<file path="src/rtl/axi_stream_demux_1to2.sv">
// 1-to-2 AXI-Stream demultiplexer with a main+skid buffer per output.
// Define AXIS_DEMUX_PKT_LOCK_EN to hold the route for a whole packet (up to tlast).
module axi_stream_demux_1to2 #(
    parameter int unsigned DATA_W = 32
) (
    input  logic              clk,
    input  logic              rst_n,
    input  logic              sel,
    input  logic [DATA_W-1:0] tdata_in,
    input  logic              tvalid_in,
    input  logic              tlast_in,
    output logic              tready_in,
    output logic [DATA_W-1:0] tdata_0,
    output logic [DATA_W-1:0] tdata_1,
    output logic              tvalid_0,
    output logic              tvalid_1,
    output logic              tlast_0,
    output logic              tlast_1,
    input  logic              tready_0,
    input  logic              tready_1,
    output logic              busy
);

    localparam int unsigned NOUT = 2;

    logic [NOUT-1:0]   main_v_q, main_v_d, skid_v_q, skid_v_d;
    logic [NOUT-1:0]   main_last_q, main_last_d, skid_last_q, skid_last_d;
    logic [DATA_W-1:0] main_data_q [NOUT];
    logic [DATA_W-1:0] main_data_d [NOUT];
    logic [DATA_W-1:0] skid_data_q [NOUT];
    logic [DATA_W-1:0] skid_data_d [NOUT];
    logic [NOUT-1:0]   rdy_q;
    logic [NOUT-1:0]   xfer_c;
    logic [NOUT-1:0]   load_c;
    logic              route_c;
    logic              accept_c;

    assign xfer_c    = main_v_q & {tready_1, tready_0};
    assign tready_in = rdy_q[route_c];
    assign accept_c  = tvalid_in & tready_in;
    assign load_c    = accept_c ? (route_c ? 2'b10 : 2'b01) : 2'b00;

`ifdef AXIS_DEMUX_PKT_LOCK_EN
    typedef enum logic {
        IDLE   = 1'b0,
        LOCKED = 1'b1
    } state_t;

    state_t state_q, state_d;
    logic   route_q, route_d;

    always_ff @(posedge clk or negedge rst_n) begin
        if (!rst_n) begin
            state_q <= IDLE;
            route_q <= 1'b0;
        end else begin
            state_q <= state_d;
            route_q <= route_d;
        end
    end

    // Lock on the first beat of a multi-beat packet, release on its tlast beat.
    always_comb begin
        state_d = state_q;
        route_d = route_q;
        case (state_q)
            IDLE: begin
                if (accept_c && !tlast_in) begin
                    route_d = sel;
                    state_d = LOCKED;
                end
            end
            LOCKED: begin
                if (accept_c && tlast_in) begin
                    state_d = IDLE;
                end
            end
            default: state_d = IDLE;
        endcase
    end

    assign route_c = (state_q == LOCKED) ? route_q : sel;
    assign busy    = (state_q == LOCKED);
`else
    assign route_c = sel;
    assign busy    = 1'b0;
`endif

    // Buffer update: skid refills main first; new beats land in main when it frees up.
    always_comb begin
        main_v_d    = main_v_q;
        skid_v_d    = skid_v_q;
        main_last_d = main_last_q;
        skid_last_d = skid_last_q;
        main_data_d = main_data_q;
        skid_data_d = skid_data_q;
        for (int c = 0; c < NOUT; c++) begin
            if (skid_v_q[c]) begin
                if (xfer_c[c]) begin
                    main_data_d[c] = skid_data_q[c];
                    main_last_d[c] = skid_last_q[c];
                    skid_v_d[c]    = 1'b0;
                end
            end else if (load_c[c]) begin
                if (!main_v_q[c] || xfer_c[c]) begin
                    main_v_d[c]    = 1'b1;
                    main_data_d[c] = tdata_in;
                    main_last_d[c] = tlast_in;
                end else begin
                    skid_v_d[c]    = 1'b1;
                    skid_data_d[c] = tdata_in;
                    skid_last_d[c] = tlast_in;
                end
            end else if (xfer_c[c]) begin
                main_v_d[c] = 1'b0;
            end
        end
    end

    always_ff @(posedge clk or negedge rst_n) begin
        if (!rst_n) begin
            main_v_q    <= '0;
            skid_v_q    <= '0;
            main_last_q <= '0;
            skid_last_q <= '0;
            rdy_q       <= '0;
            for (int c = 0; c < NOUT; c++) begin
                main_data_q[c] <= '0;
                skid_data_q[c] <= '0;
            end
        end else begin
            main_v_q    <= main_v_d;
            skid_v_q    <= skid_v_d;
            main_last_q <= main_last_d;
            skid_last_q <= skid_last_d;
            rdy_q       <= ~skid_v_d;
            main_data_q <= main_data_d;
            skid_data_q <= skid_data_d;
        end
    end

    assign tvalid_0 = main_v_q[0];
    assign tvalid_1 = main_v_q[1];
    assign tdata_0  = main_data_q[0];
    assign tdata_1  = main_data_q[1];
    assign tlast_0  = main_last_q[0];
    assign tlast_1  = main_last_q[1];

endmodule

</file>
<file path="config.mk">
export PLATFORM = sky130hd
export DESIGN_NAME = axi_stream_demux_1to2
export DESIGN_NICKNAME = d
export VERILOG_FILES = /design/src/rtl/axi_stream_demux_1to2.sv
export SDC_FILE = /design/constraint.sdc
export NUM_CORES = 1
export LEC_CHECK = 0
export BUFFER_PORTS_ARGS = -buffer_cell sky130_fd_sc_hd__clkbuf_2
export CORE_MARGIN = 4
export CORE_UTILIZATION = 60
export DETAILED_ROUTE_END_ITERATION = 16
export PLACE_DENSITY = 0.85
export SLEW_MARGIN = 15
export SYNTH_ARGS = -nofsm -noshare
export SYNTH_HDL_FRONTEND = slang
export SYNTH_SLANG_ARGS = --single-unit
</file>
<file path="constraint.sdc">
create_clock -name clk -period 2.6 [get_ports clk]
set_input_delay 0.52 -clock clk [delete_from_list [all_inputs] [get_ports clk]]
set_output_delay 0.52 -clock clk [all_outputs]
set_load 0.05 [all_outputs]
</file>
==> results.json <==
{
  "fmax_ghz": 0.515,
  "layout-drive-gt1-share_pct": 68.1,
  "cp-start-kind": "register",
  "syn_nets": 424,
  "die_area_mm2": 0.0120,
  "drc_errors": 0,
  "antenna_found_initial": 0,
  "numPortBuffers": 107,
  "htreeDepth": 4,
  "tightest_slew_ns": 0.516,
  "dp_hpwl_um": 8100,
  "start_util_pct": 62.5,
  "synth_ff_type": "dfrtp_1",
  "drv_cap": 0,
  "synthCells": 385,
  "grt_setup_unrepaired": "no",
  "dieWidth_um": 109,
  "first_global_vias": 3842,
  "root_buffer": "clkbuf_8",
  "final_common_cell": "mux2_2",
  "final_net_count": 537,
  "setup_violations": 0,
  "status": "completed",
  "crit_type": "reg2reg",
  "mostFrequentLayoutCells": "168 x mux2_2, 136 x dfrtp_1, 106 x clkbuf_2",
  "arrival_ns": 2.33,
  "cts_buffers": 17,
  "fillers": 647,
  "cts_resized": 0,
  "hold_viol": 0,
  "fin_crit_sh_pct": 74.7,
  "worstPathRequired_ns": 2.99,
  "finalMaxSlewViolations": 0,
  "area_delta_synth_final_pct": 18.8,
  "relSlewSlack_pct": 65.6,
  "synthesis.area_mm2": 0.00616,
  "clk_latency_ns": 0.51,
  "tns_ns": 0,
  "hp-class": "in2reg",
  "synthArstFlopShare_pct": 100,
  "drt-total-wl_um": 12100,
  "num_io_pins": 109,
  "diodes": 0,
  "clkSlewWorstSetupHoldPaths_ns": 0.05,
  "die_h_um": 109,
  "via_count": 3520,
  "overflow": 0,
  "firstDrtPassIters": 4,
  "cts_tree": "built",
  "synth.avg_cell_area_um2": 16.0,
  "viasPerCell": 5.49,
  "yosysSeqAreaShare_pct": 56.1,
  "yosys_warnings": 0,
  "rows": 36,
  "period_needed_ns": 1.94,
  "ys_ff_latch": 138,
  "clock-skew-final_ns": 0.00468,
  "wl_per_cell_um": 18.9,
  "core_mm2": 0.00986,
  "grt_pass1_wl_um": 19600,
  "antenna_left": 0,
  "crit_fanout": 21,
  "post_cts_buffers": 0,
  "synth-edff-count": 0,
  "end_kind": "register",
  "numClockSinks": 138,
  "grt_usage_pct": 21.9,
  "first_iter_violations": 104,
  "placed_area_mm2": 0.00679,
  "place_congestion": 0.732,
  "cts_buffer_depth": 2,
  "synth_cell_types": 24,
  "design_area_mm2": 0.00732,
  "grt_max_degree": 59
}
==> stage by stage <==
stage               hold WS [ns]  utilization [%]  worst slack [ns]  std cells
floorplan                  0.224                -             0.759        385
CTS                        0.211             74.2             0.635        641
global placement           0.470             68.8             0.533        611
finish                     0.244             74.2             0.658        641
global route               0.242             74.2             0.580        641
detailed placement         0.481             68.8             0.484        611
==> routing by layer <==
layer / GRT usage (%) / up-vias / wire length [µm]
met5: 0 / - / 0
met4: 9.17 / 0 / 215
met3: 6.05 / 19 / 616
met2: 36.4 / 102 / 6090
met1: 26.9 / 1793 / 5200
li1: - / 1606 / -
==> kinds of logic (layout without fill, tap and decap cells) <==
kind of cell	count (synthesis)	in the layout	synth area share (%)
compound gates	10	10	1.36
mux	199	199	38.2
flops	138	138	56.1
other cells	1	1	0.0609
simple gates	12	12	1.24
buf+inv	25	148	3.09
==> Yosys cell counts (2+ instances only) <==
master,n,area [µm²]
dfrtp_1,138,3450
a21oi_1,2,10.0
buf_2,11,55.1
inv_1,3,11.3
nor2_1,2,7.51
nand2_1,4,15.0
o21ai_0,3,15.0
mux2_2,168,1890
buf_4,7,52.6
buf_12,3,60.1
mux2_4,30,450
or2_1,2,12.5
==> final cells by class <==
type	count	area [µm²]	share of cell area (%)
repair buffers	116	637	8.70
well taps	133	166	2.27
clock inverters	2	10.0	0.137
multi-input cells	222	2530	34.5
inverters	3	11.3	0.154
flip-flops and latches	138	3460	47.2
clock buffers	27	512	6.99
==> sequential cells by signal (all words and copies together) (netlist names) <==
signal / count
main_last_q: 2
main_v_q: 2
rdy_q: 2
skid_data_q: 64
skid_last_q: 2
skid_v_q: 2
tdata_0: 32
tdata_1: 32
==> final timing paths <==
check / depth (start not counted) / from / to / slack, ns
max: 4 / skid_v_q[0]$_DFF_PN0_ / main_last_q[0]$_DFFE_PN0P_ / 0.66
min: 2 / tready_0 / skid_v_q[0]$_DFF_PN0_ / 0.24
max reg2reg: 4 / skid_v_q[0]$_DFF_PN0_ / main_last_q[0]$_DFFE_PN0P_ / 0.66
min reg2reg: 1 / skid_data_q[34]$_DFFE_PN0P_ / skid_data_q[34]$_DFFE_PN0P_ / 0.50
max in group asynchronous: 3 / rst_n / skid_data_q[19]$_DFFE_PN0P_ / 1.29
min in group asynchronous: 2 / rst_n / tdata_1[10]$_DFFE_PN0P_ / 0.51
==> critical path, stage by stage, from the launching register on <==
cell	delay, ns
dfrtp_2	0.56
or2_1	0.32
a2bb2oi_4	0.15
buf_4	0.38
mux2_2	0.38
==> repair_timing <==
action / 4_1_cts / 5_1_grt
hold buffers: 1 / 0
endpoints found under the hold margin: 48 / 0
setup endpoints to repair: 0 / 0
Power is not shown: default switching activity piles up to over one toggle a cycle in this logic, so the estimate is an artifact.
